`config.mk`:
```
export PLATFORM = sky130hd
export DESIGN_NAME = lru_set_array_flat
export DESIGN_NICKNAME = d
export VERILOG_FILES = /design/src/rtl/lru_set_array_if.sv /design/src/rtl/lru_set_array.sv /design/src/flat_wrapper.sv
export SDC_FILE = /design/constraint.sdc
export NUM_CORES = 1
export LEC_CHECK = 0
export ABC_AREA = 0
export CAP_MARGIN = 20
export CORE_AREA = 2 2 170 172
export CTS_BUF_LIST = sky130_fd_sc_hd__clkbuf_4
export CTS_CLUSTER_SIZE = 25
export DETAILED_ROUTE_END_ITERATION = 10
export DIE_AREA = 0 0 172 174
export PLACE_DENSITY = 0.59
export SYNTH_ARGS = -nofsm -noshare
export SYNTH_HDL_FRONTEND = slang
export SYNTH_SLANG_ARGS = --single-unit
```
`constraint.sdc`:
```
create_clock -name clk -period 5.74 [get_ports clk]
set_input_delay 1.148 -clock clk [delete_from_list [all_inputs] [get_ports clk]]
set_output_delay 1.148 -clock clk [all_outputs]
set_load 0.01 [all_outputs]
```
`src/rtl/lru_set_array_if.sv`:
```
// lru_set_array_if: lookup/refill bus between a cache controller (master) and the LRU set array (slave).
interface lru_set_array_if #(
  parameter int TAG_WIDTH = 20,
  parameter int SET_WIDTH = 4,
  parameter int WAYS = 4
);
  localparam int WW = $clog2(WAYS);
  logic ready;
  logic lk_valid;
  logic [SET_WIDTH-1:0] lk_set;
  logic [TAG_WIDTH-1:0] lk_tag;
  logic [WAYS*TAG_WIDTH-1:0] line_tag;
  logic [WAYS-1:0] line_valid;
  logic [WAYS-1:0] line_dirty;
  logic rsp_valid;
  logic rsp_hit;
  logic [WW-1:0] rsp_way;
  logic rsp_dirty;
  logic [TAG_WIDTH-1:0] rsp_tag;
  logic fill_valid;
  logic [SET_WIDTH-1:0] fill_set;
  logic [WW-1:0] fill_way;
  modport master (
    input ready, rsp_valid, rsp_hit, rsp_way, rsp_dirty, rsp_tag,
    output lk_valid, lk_set, lk_tag, line_tag, line_valid, line_dirty, fill_valid, fill_set, fill_way
  );
  modport slave (
    output ready, rsp_valid, rsp_hit, rsp_way, rsp_dirty, rsp_tag,
    input lk_valid, lk_set, lk_tag, line_tag, line_valid, line_dirty, fill_valid, fill_set, fill_way
  );
endinterface

```
`src/rtl/lru_set_array.sv`:
```
// lru_set_array: per-set true-LRU stacks with 1-cycle hit/victim lookup and refill promotion.
// Optional macro LRU_INVALID_FIRST_EN: on a miss prefer the lowest-numbered invalid way.
module lru_set_array #(
  parameter int TAG_WIDTH = 20,
  parameter int SET_WIDTH = 4,
  parameter int WAYS = 4
) (
  input logic clk,
  input logic reset,
  lru_set_array_if.slave bus
);
  localparam int SETS = 2**SET_WIDTH;
  localparam int WW = $clog2(WAYS);
  typedef logic [WAYS-1:0][WW-1:0] stack_t;
  typedef enum logic {INIT, RUN} state_t;
  state_t state;
  logic [SET_WIDTH-1:0] cnt;
  stack_t stk [SETS];
  stack_t cur, lk_new, fill_base, fill_new, init_stk;
  logic hit, acc, lk_upd, fill_upd, sel_dirty;
  logic [WW-1:0] hit_way, vic, way;
  logic [TAG_WIDTH-1:0] sel_tag;
`ifdef LRU_INVALID_FIRST_EN
  logic inv;
  logic [WW-1:0] inv_way;
`endif
  // Move way w to MRU; entries above its old position slide down one slot.
  function automatic stack_t promote(input stack_t s, input logic [WW-1:0] w);
    stack_t r;
    logic f;
    r = s;
    f = 1'b0;
    for (int i = 0; i < WAYS-1; i++) begin
      f = f | (s[i] == w);
      r[i] = f ? s[i+1] : s[i];
    end
    r[WAYS-1] = w;
    return r;
  endfunction
  always_comb begin
    cur = stk[bus.lk_set];
    hit = 1'b0;
    hit_way = '0;
    init_stk = '0;
    for (int i = WAYS-1; i >= 0; i--) begin
      init_stk[i] = WW'(i);
      if (bus.line_valid[i] && bus.line_tag[i*TAG_WIDTH +: TAG_WIDTH] == bus.lk_tag) begin
        hit = 1'b1;
        hit_way = WW'(i);
      end
    end
`ifdef LRU_INVALID_FIRST_EN
    inv = 1'b0;
    inv_way = '0;
    for (int i = WAYS-1; i >= 0; i--) begin
      if (!bus.line_valid[i]) begin
        inv = 1'b1;
        inv_way = WW'(i);
      end
    end
    vic = inv ? inv_way : cur[0];
`else
    vic = cur[0];
`endif
    way = hit ? hit_way : vic;
    sel_dirty = 1'b0;
    sel_tag = '0;
    for (int i = 0; i < WAYS; i++) begin
      if (WW'(i) == way) begin
        sel_dirty = bus.line_dirty[i];
        sel_tag = bus.line_tag[i*TAG_WIDTH +: TAG_WIDTH];
      end
    end
    acc = bus.ready && bus.lk_valid;
    lk_upd = acc && hit;
    fill_upd = bus.ready && bus.fill_valid;
    lk_new = promote(cur, hit_way);
    // A fill to the set just hit must build on the hit-updated stack.
    fill_base = (lk_upd && bus.fill_set == bus.lk_set) ? lk_new : stk[bus.fill_set];
    fill_new = promote(fill_base, bus.fill_way);
  end
  always_ff @(posedge clk) begin
    if (!reset) begin
      state <= INIT;
      cnt <= '0;
      bus.ready <= 1'b0;
      bus.rsp_valid <= 1'b0;
      bus.rsp_hit <= 1'b0;
      bus.rsp_way <= '0;
      bus.rsp_dirty <= 1'b0;
      bus.rsp_tag <= '0;
    end else begin
      bus.rsp_valid <= acc;
      if (acc) begin
        bus.rsp_hit <= hit;
        bus.rsp_way <= way;
        bus.rsp_dirty <= sel_dirty;
        bus.rsp_tag <= sel_tag;
      end
      if (state == INIT) begin
        cnt <= cnt + 1'b1;
        if (&cnt) begin
          state <= RUN;
          bus.ready <= 1'b1;
        end
      end
    end
  end
  always_ff @(posedge clk) begin
    if (reset) begin
      if (state == INIT) stk[cnt] <= init_stk;
      if (lk_upd) stk[bus.lk_set] <= lk_new;
      if (fill_upd) stk[bus.fill_set] <= fill_new;
    end
  end
endmodule
```
`src/flat_wrapper.sv`:
```
// flat-port wrapper written by rule: the top's interface ports become plain ports
module lru_set_array_flat 
#(
  parameter int TAG_WIDTH = 20,
  parameter int SET_WIDTH = 4,
  parameter int WAYS = 4
)
  (clk, reset, bus_ready, bus_rsp_valid, bus_rsp_hit, bus_rsp_way, bus_rsp_dirty, bus_rsp_tag, bus_lk_valid, bus_lk_set, bus_lk_tag, bus_line_tag, bus_line_valid, bus_line_dirty, bus_fill_valid, bus_fill_set, bus_fill_way);
  lru_set_array_if #(.TAG_WIDTH(TAG_WIDTH), .SET_WIDTH(SET_WIDTH), .WAYS(WAYS)) bus_i ();
  input logic clk;
  input logic reset;
  output wire logic [$bits(bus_i.ready)-1:0] bus_ready;
  output wire logic [$bits(bus_i.rsp_valid)-1:0] bus_rsp_valid;
  output wire logic [$bits(bus_i.rsp_hit)-1:0] bus_rsp_hit;
  output wire logic [$bits(bus_i.rsp_way)-1:0] bus_rsp_way;
  output wire logic [$bits(bus_i.rsp_dirty)-1:0] bus_rsp_dirty;
  output wire logic [$bits(bus_i.rsp_tag)-1:0] bus_rsp_tag;
  input wire logic [$bits(bus_i.lk_valid)-1:0] bus_lk_valid;
  input wire logic [$bits(bus_i.lk_set)-1:0] bus_lk_set;
  input wire logic [$bits(bus_i.lk_tag)-1:0] bus_lk_tag;
  input wire logic [$bits(bus_i.line_tag)-1:0] bus_line_tag;
  input wire logic [$bits(bus_i.line_valid)-1:0] bus_line_valid;
  input wire logic [$bits(bus_i.line_dirty)-1:0] bus_line_dirty;
  input wire logic [$bits(bus_i.fill_valid)-1:0] bus_fill_valid;
  input wire logic [$bits(bus_i.fill_set)-1:0] bus_fill_set;
  input wire logic [$bits(bus_i.fill_way)-1:0] bus_fill_way;
  assign bus_ready = bus_i.ready;
  assign bus_rsp_valid = bus_i.rsp_valid;
  assign bus_rsp_hit = bus_i.rsp_hit;
  assign bus_rsp_way = bus_i.rsp_way;
  assign bus_rsp_dirty = bus_i.rsp_dirty;
  assign bus_rsp_tag = bus_i.rsp_tag;
  assign bus_i.lk_valid = bus_lk_valid;
  assign bus_i.lk_set = bus_lk_set;
  assign bus_i.lk_tag = bus_lk_tag;
  assign bus_i.line_tag = bus_line_tag;
  assign bus_i.line_valid = bus_line_valid;
  assign bus_i.line_dirty = bus_line_dirty;
  assign bus_i.fill_valid = bus_fill_valid;
  assign bus_i.fill_set = bus_fill_set;
  assign bus_i.fill_way = bus_fill_way;
  lru_set_array #(.TAG_WIDTH(TAG_WIDTH), .SET_WIDTH(SET_WIDTH), .WAYS(WAYS)) u_core (.clk(clk), .reset(reset), .bus(bus_i));
endmodule
```
-- Word-level counts from Yosys, hierarchy flattened
Memory sizes are Yosys's and may differ from the RTL's.
Cells that the tools add are included.
- $add $sub $neg: 1
- eq/ne operators: 14
- muxes and demuxes: 35
- bitwise operators: 5
- reductions and logical operators: 11
- operator list (cell ; number):
    $eq 20x20->1 ; 4
    $mux 20 ; 4
    $mux 2 ; 11
    $mux 1 ; 19
    $eq 2x2->1 ; 6
    $logic_and 1x1->1 ; 8
    $mux 8 ; 1
    $reduce_and 5->1 ; 1
    $add 4x1->4 const B ; 1
    $eq 2x2->1 const A ; 2
    $eq 4x4->1 ; 1
    $or 1x1->1 ; 4
    $reduce_and 4->1 ; 1
    $eq 1x2->1 const A ; 1
    $logic_not 2->1 ; 1
    $not 1->1 ; 1
- register bits: 31
- RAM bits: 128
- input port bits: 122
- output and inout port bits: 26
- logic and storage cells: 75
- memories kept: 1
- memories (memory ; depth ; bits a word ; read ports ; clocked after memory_dff ; wr ports ; line ; text):
    u_core.stk ; 16 ; 8 ; 2 ; 0 ; 3 ; lru_set_array.sv:18 ; stack_t stk [SETS];

-- Depth between registers and ports, before layout
Gate-level depths: netlist of the first run.
- depth in word-level cells: 15
- depth in mapped cells: 17
- mapped depth without buffers: 13

-- Worst setup path after synthesis of the first run
OpenSTA, ideal clock, no wires.
- path kind: input-to-reg
- from: in bus_lk_tag[14]
- to: mem u_core.stk[0][4] in the netlist's numbering (data pin)
- setup time: 0.271 ns
- arrival time: 4.400 ns
- required time: 5.469 ns
- setup slack: 1.068 ns
- stages: 15
- path buffers: 2
- cells stage by stage: buf_2 > xnor2_2 > nand2_1 > or4b_1 > or2_1 > and2_1 > a311oi_2 > mux2_2 > nor4_2 > o21ai_2 > o21ai_4 > mux2i_1 > a22oi_2 > buf_6 > o22ai_1
- RTL lines (what ; line ; text):
    start: declaration ; flat_wrapper.sv:20 ; input wire logic [$bits(bus_i.lk_tag)-1:0] bus_lk_tag;
    end: declaration ; lru_set_array.sv:18 ;

==> results of run 1 <==
synthesized netlist by cell type (6+ instances only):
master,count,area (sq um)
o22ai_1,68,425
clkbuf_1,46,173
nor2b_1,34,213
and2_1,34,213
nor2_1,38,143
a22oi_2,13,163
nand2b_1,10,62.6
or3_1,14,87.6
o21ai_0,19,95.1
a22oi_1,62,465
buf_2,17,85.1
nor3_1,23,115
a21oi_1,46,230
nand4_1,29,181
dfxtp_1,31,621
edfxtp_1,128,3840
mux2i_1,6,60.1
buf_1,8,30.0
mux4_2,74,1670
and3_1,6,37.5
xnor2_1,70,613
a311oi_1,21,184
xor2_1,26,228
inv_1,12,45.0
nand3_1,29,145
a211oi_1,21,158
nor4_1,14,87.6
nand2_1,88,330
worst reg2reg max path, stage by stage, from the launching register on:
cell      delay, ns
edfxtp_1       0.46
mux4_2         0.52
a22oi_2        0.25
nand2_2        0.16
a311oi_2       0.41
mux2_2         0.39
nor4_2         0.32
o21ai_2        0.17
mux2i_1        0.16
o21ai_2        0.66
o22ai_1        0.23
worst max path at each step:
stage | slack (ns) | cells past startpoint | end | startpoint
after floorplan | 1.07 | 15 | u_core.stk[0][4]$_DFFE_PP_ | bus_lk_tag[14]
after global placement | 0.18 | 13 | u_core.stk[4][0]$_DFFE_PP_ | bus_lk_tag[10]
after detailed placement | 0.10 | 13 | u_core.stk[1][0]$_DFFE_PP_ | bus_lk_tag[15]
after CTS | 0.75 | 13 | u_core.stk[13][0]$_DFFE_PP_ | bus_lk_tag[15]
after global routing | 0.40 | 13 | u_core.stk[13][0]$_DFFE_PP_ | bus_lk_tag[6]
final | 0.61 | 13 | u_core.stk[13][0]$_DFFE_PP_ | bus_lk_tag[15]
stage by stage:
step	hold WS, ns	util, %	total power [mW]	area, sq um	worst slack [ns]
floorplan	0.532	-	1.59	11400	1.07
global placement	0.491	48.0	1.85	13500	0.182
detailed placement	0.495	48.0	1.85	13500	0.102
CTS	0.527	49.2	2.65	13900	0.745
global route	0.546	49.3	2.74	13900	0.403
finish	0.526	49.3	2.65	13900	0.609
area by class of cell:
cell class              instances  area (sq um)  area share [%]
clock inverters                13           200            1.44
multi-input cells             803          6530            47.0
well taps                     384           480            3.45
repair buffers                216          2040            14.7
diodes                          1          2.50          0.0180
inverters                      13          48.8           0.351
clock buffers                  19           143            1.03
flip-flops and latches        159          4460            32.1
kinds of logic after synthesis:
group                      Yosys count  share of synthesized area (%)
and+or+nand+nor                    338                           15.6
muxes                               84                           15.6
buffers and inverters               93                           3.71
AOI/OAI and AO/OA                  279                           17.8
xor gates and xnor gates            98                           7.66
DFF                                159                           39.2
adders and majority gates            4                          0.439
metal layers:
layer,part of all wire (%),up-vias
li1,-,4482
met1,38,5094
met2,48,645
met3,9.7,103
met4,4.1,2
met5,0.030,-
report_power, final:
group | internal [mW] | total [mW] | switching, mW
Sequential | 1.24 | 1.24 | 0.00561
Clock | 0.367 | 0.819 | 0.451
Combinational | 0.253 | 0.590 | 0.337
Total | 1.86 | 2.65 | 0.794
state kept, by name (all words and copies together) (netlist names):
name and cells:
u_core.stk 128, u_core.bus.rsp_tag 20, u_core.cnt 4, u_core.bus.rsp_way 2
u_core.bus.ready 1, u_core.bus.rsp_dirty 1, u_core.bus.rsp_hit 1, u_core.bus.rsp_valid 1
u_core.state 1
==> results.toml, run 1 <==
[outcome]
status = "finished, final reports clean"

[logic_synthesis]
synth-edff-count = 128
syn-instance-count = 1055
ys_ff_latch = 159
ys_warn_count = 0
ys_types = 67
yosysSeqAreaShare_pct = 39.2
synth_flop_cell = "edfxtp_1"
netlist_area_sq_um = 11400
syn-num-nets = 1181
ys_async_sr_fraction_pct = 0
avgSynthCellArea_sq_um = 10.8

[critical_path]
cp.required_ns = 6.07
r2r_setup_slack_ns = 1.77
crit_slowest_cell = "o21ai_2"
critPathKind = "in -> reg"
r2r_start = "u_core.stk[15][1]$_DFFE_PP_"
cp.arrival_ns = 5.46
end_kind = "flop"
cp-start-kind = "input port"
reg2reg_to = "u_core.stk[13][0]$_DFFE_PP_"
max_stage_delay_ns = 0.66
cp_max_fo = 16
path_cells = "clkdlybuf4s50_1 -> xnor2_1 -> nand4_1 -> nor4_1 -> and4_1 -> nor2_1 -> a311oi_2 -> mux2_2 -> nor4_2 -> o21ai_2 -> mux2i_1 -> o21ai_2 -> o22ai_1"
critPathTopFamily = "simple AND/OR/NAND/NOR gates"
critPathBufInv = 1
crit_top_cell = "o21ai_2"
reg2regPathDepth = 10

[placed_design]
io_buffer_count = 147
gp_congestion = 0.993
dp_hpwl_mm = 33.5
dpl.cell_count = 1574

[die]
dieArea_sq_um = 29900
die_h_um = 174
start_util_pct = 40.4
boundaryPins = 148
core_sq_um = 28200
rows = 62
die_w_um = 172

[sta]
slew_headroom_pct = 40.6
hold_viol = 0
slew_viol_final = 0
period_needed_ns = 5.13
setup-violations-final = 0
fmax_ghz = 0.195
skew_ns = 0.0318
setup_tns_ns = 0
worst_slew_pin_slew_ns = 0.884
rsz0062_at_grt = "false"
timing.final.crit_share_pct = 89.4

[detailed_routing]
routed-via-count = 10300
drt_pre_antenna_iters = 6
via_per_inst = 6.42
drt-total-wl_mm = 43.5
antenna_left = 0
drcViolationCount = 0
wl_per_cell_um = 27.0
drtIter0Drc = 1188

[flow_run]
drv_cap = 0

[final_layout]
mostFrequentLayoutCells = "clkdlybuf4s50_1, edfxtp_1, nand2_1"
final_common_cell = "clkdlybuf4s50_1"
area_delta_synth_final_pct = 22.1
layout-drive-gt1-share_pct = 18.0
final_cell_count_no_fill = 1608
nets = 1336
fill_cells = 2626

[power_and_ir_drop]
ir_worst_vdd_uv = 111
p_per_area_nw_per_um2 = 191
leakage_nw = 4.48

[clock_network]
cts-resized-gates = 0
cts_root_buffer = "clkbuf_4"
post_cts_buffers = 0
clock-sinks = 159
clk-insertion-delay-late_ns = 0.60
htreeDepth = 4
cts_tree = "done"
cts.clk_slew.worst_paths_ns = 0.14
postCtsHoldBufs = 0
clock_path_buffers = 2
cts-buffers-inserted = 17

[grt]
antenna_found_initial = 3
grt_pass1_wl_mm = 63.9
gr-usage-met3_pct = 5.78
grt_util_met1_pct = 36.5
overflow = 0
met2_usage_pct = 48.5
grt_pass1_vias = 10200
busiest_layer = "met2"
grt_use_total_pct = 29.0
grt_max_degree = 48

[worst_hold_path]
hp-start = "u_core.bus.rsp_tag[9]$_SDFFE_PN0P_"
holdCritPathClass = "reg -> reg"
hold_end = "u_core.bus.rsp_tag[9]$_SDFFE_PN0P_"
holdPathStages = 2
No activity file was read; power rests on OpenSTA's default activity.
==> inputs of run 2 (changes only) <==
Settings changed: PLACE_DENSITY 0.59 to 0.61.
Clock period 5.74 ns to 4.2 ns, I/O delays scaled along.
==> run 2 against run 1 <==
  * Die area unchanged
  * Clock skew rose by 0.013 ns
  * Critical path depth increased by 3
  * Non-clock buffer count is 218 higher
  * Worst hold slack gained 0.00059 ns
  * Cell area rose by 17%
==> results.toml, run 2 (synthesis results as in run 1) <==
[critical_path]
r2r_start = "u_core.stk[7][0]$_DFFE_PP_"
r2r_setup_slack_ns = 0.36
critPathBufInv = 3
critPathTopFamily = "compound AO/OA/AOI/OAI gates"
max_stage_delay_ns = 0.55
crit_slowest_cell = "or4b_4"
cp.arrival_ns = 4.49
end_kind = "flop"
cp_max_fo = 8
critPathKind = "in -> reg"
crit_top_cell = "a21o_1"
cp.required_ns = 4.55
reg2regPathDepth = 14
path_cells = "dlygate4sd2_1 -> xnor2_2 -> nand2_1 -> or4b_4 -> or2_4 -> buf_4 -> a21o_1 -> a21o_1 -> a22o_1 -> o211a_1 -> o21ai_2 -> o21ai_4 -> mux2i_2 -> a22oi_2 -> bufbuf_16 -> o22ai_1"
reg2reg_to = "u_core.stk[6][4]$_DFFE_PP_"
cp-start-kind = "input port"

[die]
core_sq_um = 28200
start_util_pct = 40.4
dieArea_sq_um = 29900
die_h_um = 174
boundaryPins = 148
rows = 62
die_w_um = 172

[clock_network]
cts-buffers-inserted = 17
clock_path_buffers = 2
cts.clk_slew.worst_paths_ns = 0.20
htreeDepth = 4
cts_tree = "done"
clk-insertion-delay-late_ns = 0.61
cts_root_buffer = "clkbuf_4"
clock-sinks = 159
postCtsHoldBufs = 0

[sta]
skew_ns = 0.0448
period_needed_ns = 4.15
fin_ws_ns = 0.0548
timing.final.crit_share_pct = 98.7
worst_slew_pin_slew_ns = 0.911
hold_viol = 0
fmax_ghz = 0.241
slew_headroom_pct = 38.9
slew_viol_final = 0
setup-violations-final = 0

[final_layout]
largest_reg_flops = 128
final_common_cell = "buf_4"
utilization_pct = 57.8
layout-drive-gt1-share_pct = 36.7
nets = 1554
top_regs = "u_core.stk (128), u_core.bus.rsp_tag (20), u_core.cnt (4)"
regMostFlops = "u_core.stk"
area_delta_synth_final_pct = 43.2
fin_area_sq_um = 16300
mostFrequentLayoutCells = "buf_4, edfxtp_1, nand2_1"

[detailed_routing]
routed-via-count = 11200
antenna_left = 0
wl_per_cell_um = 25.1
drt-total-wl_mm = 45.8
drt_pre_antenna_iters = 7
drcViolationCount = 0
via_per_inst = 6.15
drtIter0Drc = 1347

[worst_hold_path]
hold_end = "u_core.bus.rsp_tag[6]$_SDFFE_PN0P_"
holdPathStages = 2
hp-start = "u_core.bus.rsp_tag[6]$_SDFFE_PN0P_"
holdCritPathClass = "reg -> reg"

[placed_design]
postPlaceCellArea_sq_um = 15200
gp_congestion = 0.982
place_ws_ns = -0.957
dp_hpwl_mm = 34.8
io_buffer_count = 147

[outcome]
status = "finished, final reports clean"

[grt]
antenna_found_initial = 2
grt_use_total_pct = 30.0
overflow = 0
grt_pass1_vias = 10900
grt_pass1_wl_mm = 66.6
grt_max_degree = 48

[flow_run]
drv_cap = 0

[power_and_ir_drop]
p_per_area_nw_per_um2 = 232
ir_worst_vdd_uv = 173
leakage_nw = 6.27
[run 2: cell count changes in the layout (fill, tap and decap cells not counted), sizes merged, moves of 3 or more]
cell,previous run,this run
bufinv,4,1
dlymetal6s2s,0,42
inv,19,22
clkdlybuf4s50,143,78
dlygate4sd2,0,11
buf,73,290
clkbuf,19,28
[run 2: power by group]
part | internal [mW] | leakage (nW) | switching, mW
sequential | 1.69 | 1.60 | 0.00755
clock | 0.337 | 0.163 | 0.705
combinational | 0.504 | 4.51 | 0.544
total | 2.53 | 6.27 | 1.26
[run 2: area by class of cell]
class                   instances  area (sq um)
clock inverters                15           188
diodes                          2          5.00
fillers                      2438         11900
repair buffers                434          3830
inverters                      13          48.8
well taps                     384           480
multi-input cells             803          7180
clock buffers                  17           128
flip-flops and latches        159          4460
[run 2: per-stage QoR]
stage	hold slack (ns)	power, mW	setup TNS (ns)	instances
CTS	0.528	3.72	0	1817
detailed placement	0.495	2.67	-121.72	1775
floorplan	0.532	2.17	-0.383	1055
global route	0.541	3.90	-1.13	1827
finish	0.526	3.79	0	1827
global placement	0.489	2.67	-93.11	1775
[run 2: routing by layer]
layer | share of wire [%] | vias up | global-route usage [%]
met5 | 0 | - | 0
met4 | 5.6 | 0 | 14.8
met3 | 9.9 | 133 | 5.01
met2 | 48 | 756 | 50.8
met1 | 36 | 5433 | 37.0
li1 | - | 4921 | -
[run 2: tightest hold or removal path, stage by stage, from the launching register on]
cell and delay [ns]:
dfxtp_1 0.35, a21oi_1 0.11, nor2b_1 0.05
[run 2: worst max-delay path by stage]
stage	startpoint	end	cells after the start
floorplan	bus_lk_tag[14]	u_core.stk[0][1]$_DFFE_PP_	16
global placement	bus_lk_tag[15]	u_core.stk[13][5]$_DFFE_PP_	16
detailed placement	bus_lk_tag[15]	u_core.stk[11][5]$_DFFE_PP_	16
CTS	bus_line_tag[35]	u_core.stk[6][4]$_DFFE_PP_	16
global route	bus_line_tag[66]	u_core.stk[9][4]$_DFFE_PP_	18
finish	bus_line_tag[54]	u_core.stk[6][4]$_DFFE_PP_	16
[run 2: timing repair]
action	4_1_cts	5_1_grt
resized for setup	52	135
buffers inserted	9	9
cloned	1	0
setup endpoints to repair	96	96
pin swaps	14	47
endpoints found under the hold margin	0	0
